## src/rtl/sos_sample_sequencer_if.sv

```systemverilog
// Signal bundle between the sample sequencer and its environment.
// Carries the source stream, the filter handshake and the result stream.
interface sos_sample_sequencer_if #(
  parameter int DATA_SIZE = 24
);
  logic [DATA_SIZE-1:0] in_data;
  logic                 in_valid;
  logic                 in_ready;
  logic [DATA_SIZE-1:0] filt_data_in;
  logic                 filt_sample_trig;
  logic [DATA_SIZE-1:0] filt_data_out;
  logic                 filt_done;
  logic [DATA_SIZE-1:0] out_data;
  logic                 out_valid;
  logic                 out_ready;

  modport master (
    input  in_data, in_valid, filt_data_out, filt_done, out_ready,
    output in_ready, filt_data_in, filt_sample_trig, out_data, out_valid
  );

  modport slave (
    output in_data, in_valid, filt_data_out, filt_done, out_ready,
    input  in_ready, filt_data_in, filt_sample_trig, out_data, out_valid
  );
endinterface

```

## src/rtl/sos_sample_sequencer.sv

```systemverilog
// Buffers incoming samples, launches one filter operation per sample, guards it
// with a watchdog and hands the filtered result to the downstream stream.
module sos_sample_sequencer #(
  parameter int DATA_SIZE      = 24,
  parameter int FIFO_DEPTH     = 4,
  parameter int TIMEOUT_CYCLES = 1023
) (
  input  logic                  clk,
  input  logic                  reset,
  sos_sample_sequencer_if.master bus,
  output logic                  busy,
  output logic                  timeout_err
);
  localparam int PTR_W = (FIFO_DEPTH > 1) ? $clog2(FIFO_DEPTH) : 1;
  localparam int CNT_W = $clog2(FIFO_DEPTH + 1);
  localparam int WD_W  = $clog2(TIMEOUT_CYCLES + 1);
  localparam logic [PTR_W-1:0] PTR_ONE  = PTR_W'(1);
  localparam logic [CNT_W-1:0] CNT_ONE  = CNT_W'(1);
  localparam logic [CNT_W-1:0] CNT_FULL = CNT_W'(FIFO_DEPTH);
  localparam logic [WD_W-1:0]  WD_ONE   = WD_W'(1);
  localparam logic [WD_W-1:0]  WD_LAST  = WD_W'(TIMEOUT_CYCLES - 1);

  typedef enum logic [1:0] {IDLE, TRIG, WAIT} state_t;

  state_t               state_q, state_d;
  logic [DATA_SIZE-1:0] mem [FIFO_DEPTH];
  logic [PTR_W-1:0]     wr_ptr_q, rd_ptr_q;
  logic [CNT_W-1:0]     count_q;
  logic [WD_W-1:0]      wdog_q;
  logic [DATA_SIZE-1:0] filt_data_q, out_data_q;
  logic                 trig_q, out_valid_q, timeout_q;
  logic                 full, empty, push, launch, capture, expire;

  assign full  = (count_q == CNT_FULL);
  assign empty = (count_q == '0);
  assign push  = bus.in_valid && !full;

  assign bus.in_ready         = !full;
  assign bus.filt_data_in     = filt_data_q;
  assign bus.filt_sample_trig = trig_q;
  assign bus.out_data         = out_data_q;
  assign bus.out_valid        = out_valid_q;
  assign busy                 = (state_q != IDLE);
  assign timeout_err          = timeout_q;

  // Storage has no reset; emptiness is tracked entirely by the pointers and count.
  always_ff @(posedge clk) begin
    if (push) mem[wr_ptr_q] <= bus.in_data;
  end

  always_ff @(posedge clk or negedge reset) begin
    if (!reset) begin
      wr_ptr_q <= '0;
      rd_ptr_q <= '0;
      count_q  <= '0;
    end else begin
      if (push)   wr_ptr_q <= wr_ptr_q + PTR_ONE;
      if (launch) rd_ptr_q <= rd_ptr_q + PTR_ONE;
      case ({push, launch})
        2'b10:   count_q <= count_q + CNT_ONE;
        2'b01:   count_q <= count_q - CNT_ONE;
        default: count_q <= count_q;
      endcase
    end
  end

  always_ff @(posedge clk or negedge reset) begin
    if (!reset) state_q <= IDLE;
    else        state_q <= state_d;
  end

  // A completion on the expiry edge takes priority over the timeout.
  always_comb begin
    state_d = state_q;
    launch  = 1'b0;
    capture = 1'b0;
    expire  = 1'b0;
    case (state_q)
      IDLE: begin
        if (!empty && !out_valid_q) begin
          launch  = 1'b1;
          state_d = TRIG;
        end
      end
      TRIG: state_d = WAIT;
      WAIT: begin
        if (bus.filt_done) begin
          capture = 1'b1;
          state_d = IDLE;
        end else if (wdog_q == WD_LAST) begin
          expire  = 1'b1;
          state_d = IDLE;
        end
      end
      default: state_d = IDLE;
    endcase
  end

  always_ff @(posedge clk or negedge reset) begin
    if (!reset) begin
      filt_data_q <= '0;
      out_data_q  <= '0;
      trig_q      <= 1'b0;
      out_valid_q <= 1'b0;
      timeout_q   <= 1'b0;
      wdog_q      <= '0;
    end else begin
      trig_q    <= launch;
      timeout_q <= expire;
      if (launch) filt_data_q <= mem[rd_ptr_q];
      if (state_q == TRIG)      wdog_q <= '0;
      else if (state_q == WAIT) wdog_q <= wdog_q + WD_ONE;
      if (capture) begin
        out_data_q  <= bus.filt_data_out;
        out_valid_q <= 1'b1;
      end else if (bus.out_ready) begin
        out_valid_q <= 1'b0;
      end
    end
  end
endmodule
```

## src/flat_wrapper.sv

```systemverilog
// flat-port wrapper written by rule: the top's interface ports become plain ports
module sos_sample_sequencer_flat 
#(
  parameter int DATA_SIZE      = 24,
  parameter int FIFO_DEPTH     = 4,
  parameter int TIMEOUT_CYCLES = 1023
)
  (clk, reset, busy, timeout_err, bus_in_data, bus_in_valid, bus_filt_data_out, bus_filt_done, bus_out_ready, bus_in_ready, bus_filt_data_in, bus_filt_sample_trig, bus_out_data, bus_out_valid);
  sos_sample_sequencer_if #(.DATA_SIZE(DATA_SIZE)) bus_i ();
  input  logic clk;
  input  logic reset;
  output logic busy;
  output logic timeout_err;
  input wire logic [$bits(bus_i.in_data)-1:0] bus_in_data;
  input wire logic [$bits(bus_i.in_valid)-1:0] bus_in_valid;
  input wire logic [$bits(bus_i.filt_data_out)-1:0] bus_filt_data_out;
  input wire logic [$bits(bus_i.filt_done)-1:0] bus_filt_done;
  input wire logic [$bits(bus_i.out_ready)-1:0] bus_out_ready;
  output wire logic [$bits(bus_i.in_ready)-1:0] bus_in_ready;
  output wire logic [$bits(bus_i.filt_data_in)-1:0] bus_filt_data_in;
  output wire logic [$bits(bus_i.filt_sample_trig)-1:0] bus_filt_sample_trig;
  output wire logic [$bits(bus_i.out_data)-1:0] bus_out_data;
  output wire logic [$bits(bus_i.out_valid)-1:0] bus_out_valid;
  assign bus_i.in_data = bus_in_data;
  assign bus_i.in_valid = bus_in_valid;
  assign bus_i.filt_data_out = bus_filt_data_out;
  assign bus_i.filt_done = bus_filt_done;
  assign bus_i.out_ready = bus_out_ready;
  assign bus_in_ready = bus_i.in_ready;
  assign bus_filt_data_in = bus_i.filt_data_in;
  assign bus_filt_sample_trig = bus_i.filt_sample_trig;
  assign bus_out_data = bus_i.out_data;
  assign bus_out_valid = bus_i.out_valid;
  sos_sample_sequencer #(.DATA_SIZE(DATA_SIZE), .FIFO_DEPTH(FIFO_DEPTH), .TIMEOUT_CYCLES(TIMEOUT_CYCLES)) u_core (.clk(clk), .reset(reset), .bus(bus_i), .busy(busy), .timeout_err(timeout_err));
endmodule
```

## config.mk

```make
export PLATFORM = sky130hd
export DESIGN_NAME = sos_sample_sequencer_flat
export DESIGN_NICKNAME = d
export VERILOG_FILES = /design/src/rtl/sos_sample_sequencer_if.sv /design/src/rtl/sos_sample_sequencer.sv /design/src/flat_wrapper.sv
export SDC_FILE = /design/constraint.sdc
export NUM_CORES = 1
export LEC_CHECK = 0
export BUFFER_PORTS_ARGS = -buffer_cell sky130_fd_sc_hd__buf_2
export CORE_MARGIN = 3
export CORE_UTILIZATION = 49
export CTS_CLUSTER_SIZE = 16
export DETAILED_ROUTE_END_ITERATION = 10
export PLACE_DENSITY = 0.75
export SKIP_LAST_GASP = 1
export SYNTH_ARGS = -nofsm -noshare
export SYNTH_HDL_FRONTEND = slang
export SYNTH_SLANG_ARGS = --single-unit
```

## constraint.sdc

```tcl
create_clock -name clk -period 3.3 [get_ports clk]
set_clock_uncertainty 0.15 [all_clocks]
set_input_delay 0.165 -clock clk [delete_from_list [all_inputs] [get_ports clk]]
set_output_delay 0.165 -clock clk [all_outputs]
set_load 0.1 [all_outputs]
```

* Yosys cells after proc, flatten, opt, wreduce, memory -nomap -nowiden
Memory sizes are Yosys's and may differ from the RTL's. A register that Yosys moved wholly into a read port is not among the register bits.
Cells that the tools add are included.
** Operators by class
- Divide/modulo/power cells :: 0
- Multiply operators :: 0
- Magnitude comparators :: 0
- $add $sub $neg :: 5
- Equality and inequality tests :: 8
- Muxes and demuxes :: 18
- Reductions and logical operators :: 13
- Bitwise gates (word level) :: 0
- Shifts and indexed selects :: 0
** Operators by type and width (number)
- two-way mux 10 bit :: 2
- two-way mux 1 bit :: 11
- adder 10 x 1 -> 10 bit, second input constant :: 1
- == test 10 bit, second input constant :: 1
- nonzero test 2 bit :: 4
- two-way mux 2 bit :: 3
- one-hot mux 2 bit (3 select lines) :: 1
- one-hot mux 3 bit (2 select lines) :: 1
- adder 2 x 1 -> 2 bit, second input constant :: 2
- == test 2 x 1 -> 1 bit, second input constant :: 2
- == test 2 bit, second input constant :: 2
- zero test 1 bit :: 4
- adder 3 x 1 -> 3 bit, second input constant :: 1
- == test 3 bit, second input constant :: 1
- zero test 3 bit :: 1
- inequality test 3 x 2 -> 1 bit, second input constant :: 1
- subtractor 3 x 1 -> 3 bit, second input constant :: 1
- logical AND 1 bit :: 2
- zero test 2 bit :: 1
- inequality test 2 x 1 -> 1 bit, second input constant :: 1
- AND reduction 2 bit :: 1
** Storage, ports and cells
- Bits in latches :: 0
- Memory bits (read-only) :: 0
- Input bits :: 53
- Memory bits (writable) :: 96
- Output and inout port bits :: 53
- Word-level logic and storage cells :: 54
- Memories :: 1
- Flip-flop bits (word level) :: 46
** Memories
- u_core.mem :: words 4, bits a word 24, read ports 1, clocked after Yosys merged registers in 1, wr ports 1, RTL line sos_sample_sequencer.sv:26 : logic [DATA_SIZE-1:0] mem [FIFO_DEPTH];

* Depth between registers and ports, before layout
- Depth after elaboration :: 7
- Depth in mapped cells :: 11
- Gate-level depth less buffers :: 10

* Worst setup path after synthesis
OpenSTA, ideal clock, no wires.
- Path type :: register to register
- From :: register u_core.count_q[0]
- To :: register u_core.count_q[2]
- Path slack :: 229 ps
- Arrival :: 2841 ps
- Library setup time :: 79 ps
- Path buffers :: 0
- Period minus slack after synthesis :: 3071 ps
- Required time :: 3071 ps
- Cell stages (with the launch flop) :: 11
- Path through :: dfrtp_1 -> inv_1 -> nand3_1 -> and2_1 -> inv_1 -> ha_1 -> inv_1 -> fa_1 -> xor2_1 -> nor2_1 -> xor2_1
** Between the ends
- Elaborated cells between the ends (all ways) :: 14
- Those cells by class :: add/sub (2); eq/ne (3); mux (3); reduce/logical (6)
** RTL lines
- start, declared :: RTL line sos_sample_sequencer.sv:28 : logic [CNT_W-1:0] count_q;
- start signal, assigned :: RTL line sos_sample_sequencer.sv:60 : 2'b10: count_q <= count_q + CNT_ONE;
- start signal, assigned :: RTL line sos_sample_sequencer.sv:61 : 2'b01: count_q <= count_q - CNT_ONE;
- start signal, assigned :: RTL line sos_sample_sequencer.sv:62 : default: count_q <= count_q;
- == test 3 bit (*) :: RTL line sos_sample_sequencer.sv:34 : assign full = (count_q == CNT_FULL);
- zero test 1 bit (*)
- named net bus_in_ready :: RTL line flat_wrapper.sv:19 : output wire logic [$bits(bus_i.in_ready)-1:0] bus_in_ready;
- logical AND 1 bit (*) :: RTL line sos_sample_sequencer.sv:36 : assign push = bus.in_valid && !full;
- == test 2 x 1 -> 1 bit / == test 2 bit (equally long branches) :: RTL line sos_sample_sequencer.sv:59 : case ({push, launch})
- one-hot mux 3 bit (2 select lines) / nonzero test 2 bit (equally long branches)
The timed path passes the listed nets; every way through them passes the cells marked *.
A chain may end at the register's enable or synchronous reset.

* Final worst setup path
- From :: register u_core.count_q[0]
- To :: register u_core.count_q[2]
** Between the ends
- Longest elaborated chain between the ends :: 7
- Elaborated cells between the ends (all ways) :: 14
- Those cells by class :: add/sub (2); eq/ne (3); mux (3); reduce/logical (6)
** Ends and longest elaborated chain
- zero test 3 bit :: RTL line sos_sample_sequencer.sv:35 : assign empty = (count_q == '0);
- zero test 1 bit :: RTL line sos_sample_sequencer.sv:80 : if (!empty && !out_valid_q) begin
- logical AND 1 bit :: RTL line sos_sample_sequencer.sv:80
- two-way mux 1 bit :: RTL line sos_sample_sequencer.sv:80
- two-way mux 1 bit :: RTL line sos_sample_sequencer.sv:78 : case (state_q)
- == test 2 x 1 -> 1 bit / == test 2 bit (equally long branches) :: RTL line sos_sample_sequencer.sv:59
- one-hot mux 3 bit (2 select lines) / nonzero test 2 bit (equally long branches)
Parallel ways exist; a longest one is shown, timed or not.

==> results.yml <==
drt:
  first_pass_iters: 4
  totalWireLength_um: 12100
  drc: 0
  wl_per_cell_um: 17.3
  via_count: 3602
  antenna_left: 0
  vias_per_cell: 5.15
  drt_iter0_markers: 193
clock_network:
  postCtsResizedCells: 0
  clkTransAtPathRegs_ps: 60
  insertion_delay_ps: 420
  clock_path_buffers: 2
  cts_tree: "built"
  htreeDepth: 4
  cts_sinks: 166
  numCtsBuffers: 17
  cts-root-buf: "clkbuf_16"
outcome:
  status: "complete, no violations"
floorplan:
  initial_core_util_pct: 51.0
  coreArea_mm2: 0.0129
  die_h_um: 122
  dieArea_mm2: 0.0148
  pin_count: 106
  rows: 41
  die_w_um: 122
sta:
  finalSetupViolCount: 0
  slew-limit-headroom_pct: 33.8
  tns_ps: 0
  clock.fmax_mhz: 445
  finalCritPeriodShare_pct: 68.1
  worst_pin_slew_ps: 991
  finalHoldViolCount: 0
  slew_violations: 0
  rsz0062_at_grt: "no"
  period_minus_slack_ps: 2250
flow_run:
  maxCapViolations: 0
global_route:
  grt_pass1_vias: 3708
  overflow: 0
  antenna_found_initial: 0
  grt_max_degree: 71
  grt_pass1_wl_um: 19200
  track_usage_pct: 17.3
logic_synthesis:
  synth_cell_types: 35
  ys_seq_area_share_pct: 70.6
  synth_area_per_cell_um2: 19.1
  syn-cell-area_mm2: 0.00656
  synthCells: 344
  syn-num-nets: 409
  ys.warnings.count: 0
  ys_ff_latch: 166
worst_setup_path:
  r2r_cells: 10
  cp_max_fo: 6
  rr_endpoint: "u_core.count_q[2]"
  regToRegStartpoint: "u_core.count_q[0]"
  required_ps: 3500
  start_kind: "flop"
  r2r_slack_ps: 1050
  crit_path_end_kind: "flop"
  crit_arrival_ps: 2440
  path_class: "flop to flop"
cells_and_area:
  syn2layout_area_growth_pct: 27.2
  final_layout_size_suffix_gt1_share_pct: 41.4
  nFillCells: 879
  diodes: 0
  nets: 579
placed_design:
  gp_congestion: 0.712
  hpwl_um: 6990
  io_buffers: 105
min_path:
  hold_class: "input pin to async pin"
-- critical path, cell delays in order, from the launching register on --
cell     delay [ps]
dfrtp_1         410
inv_1           120
nand3_1         160
and2_1          240
inv_1            60
ha_1            160
inv_1            60
fa_1            380
xor2_1          150
nor2_1          130
xor2_1          150
-- cells in the final DEF, fill, tap and decap left out, types with 7 or more instances in the layout --
cell / instances
inv_1: 16
buf_4: 8
mux2_4: 18
clkbuf_16: 17
dfrtp_1: 69
ha_1: 11
nand2_1: 7
dlygate4sd3_1: 52
mux2_2: 35
mux4_2: 18
edfxtp_1: 96
buf_2: 104
-- worst max-delay path by stage --
stage	from	end	slack, ps	cells after the start
after floorplan	u_core.count_q[0]	u_core.count_q[2]	230	10
after global placement	u_core.count_q[0]	u_core.count_q[2]	1160	10
after CTS	u_core.count_q[0]	u_core.count_q[2]	1030	10
final	u_core.count_q[0]	u_core.count_q[2]	1050	10
after detailed placement	u_core.count_q[0]	u_core.count_q[2]	1030	10
after global routing	u_core.count_q[0]	u_core.count_q[2]	800	10
-- through the flow --
stage / worst slack, ps / hold WS, ps / util, % / instance area, um^2 / std cells
detailed placement: 1030 / 214 / 56.3 / 7250 / 615
global route: 798 / 330 / 64.8 / 8350 / 699
global placement: 1160 / 207 / 56.3 / 7250 / 615
CTS: 1030 / 294 / 64.8 / 8350 / 699
finish: 1050 / 281 / 64.8 / 8350 / 699
floorplan: 229 / -281 / - / 6560 / 344
-- kinds of logic after synthesis --
kind of cell    share of synthesized area, %
flops                                   70.6
buf+inv                                 2.57
compound gates                          1.49
fa+ha+maj                               2.40
simple gates                            2.86
xor+xnor                                1.20
mux                                     18.9
-- metal layers --
layer	routed length, um	global-route usage, %	up-vias
met5	0	0	-
met4	136	5.88	0
met3	860	5.85	15
met2	5850	27.8	117
met1	5220	22.3	1809
li1	-	-	1661
-- cell usage after synthesis --
library cell   n  area [um^2]
mux2_2        35          394
nor2b_1        1         6.26
nand2b_1       1         6.26
and3_1         5         31.3
nor3_4         1         16.3
nor3_1         3         15.0
nor4_1         1         6.26
clkbuf_1       4         15.0
xor2_1         3         26.3
and2_1         1         6.26
nand3_1        4         20.0
xnor2_1        6         52.6
nor2_1         4         15.0
nand4_1        2         12.5
o32ai_1        1         8.76
fa_1           1         20.0
o21ai_0        5         25.0
inv_1         16         60.1
nor3b_1        1         7.51
ha_1          11          138
nand2_1        7         26.3
nor3_2         1         10.0
and4_1         1         8.76
buf_6          3         33.8
buf_2          4         20.0
dfrtp_1       70         1750
o22ai_1        4         25.0
mux2i_1        1         10.0
mux2_4        18          270
a21oi_1        6         30.0
mux4_1         6          158
mux4_2        18          405
buf_12         2         40.0
a41oi_1        1         8.76
edfxtp_1      96         2880
-- cell type report --
| cell class | instances | area (um^2) | area share [%] |
|---|---|---|---|
| Clock buffer | 17 | 425 | 5.10 |
| Clock inverter | 15 | 153 | 1.83 |
| Inverter | 16 | 60.1 | 0.719 |
| Multi-Input combinational cell | 149 | 1760 | 21.1 |
| Sequential cell | 166 | 4640 | 55.5 |
| Tap cell | 172 | 215 | 2.58 |
| Timing Repair Buffer | 164 | 1100 | 13.2 |
-- flip-flops by register name (all words and copies together), names as in the netlist --
name and count:
u_core.bus.filt_sample_trig 1, u_core.rd_ptr_q 2, u_core.bus.out_valid 1, u_core.count_q 3, u_core.bus.out_data 24, u_core.mem 96, u_core.wdog_q 10, u_core.state_q 2
u_core.bus.filt_data_in 24, u_core.wr_ptr_q 2, u_core.timeout_err 1
-- what timing repair did --
item,CTS,global route
endpoints found under the hold margin,193,0
hold buffers,52,0
setup buffers,0,0
setup endpoints to repair,0,0
Power is not shown: default switching activity piles up to over one toggle a cycle in this logic, so the estimate is an artifact.
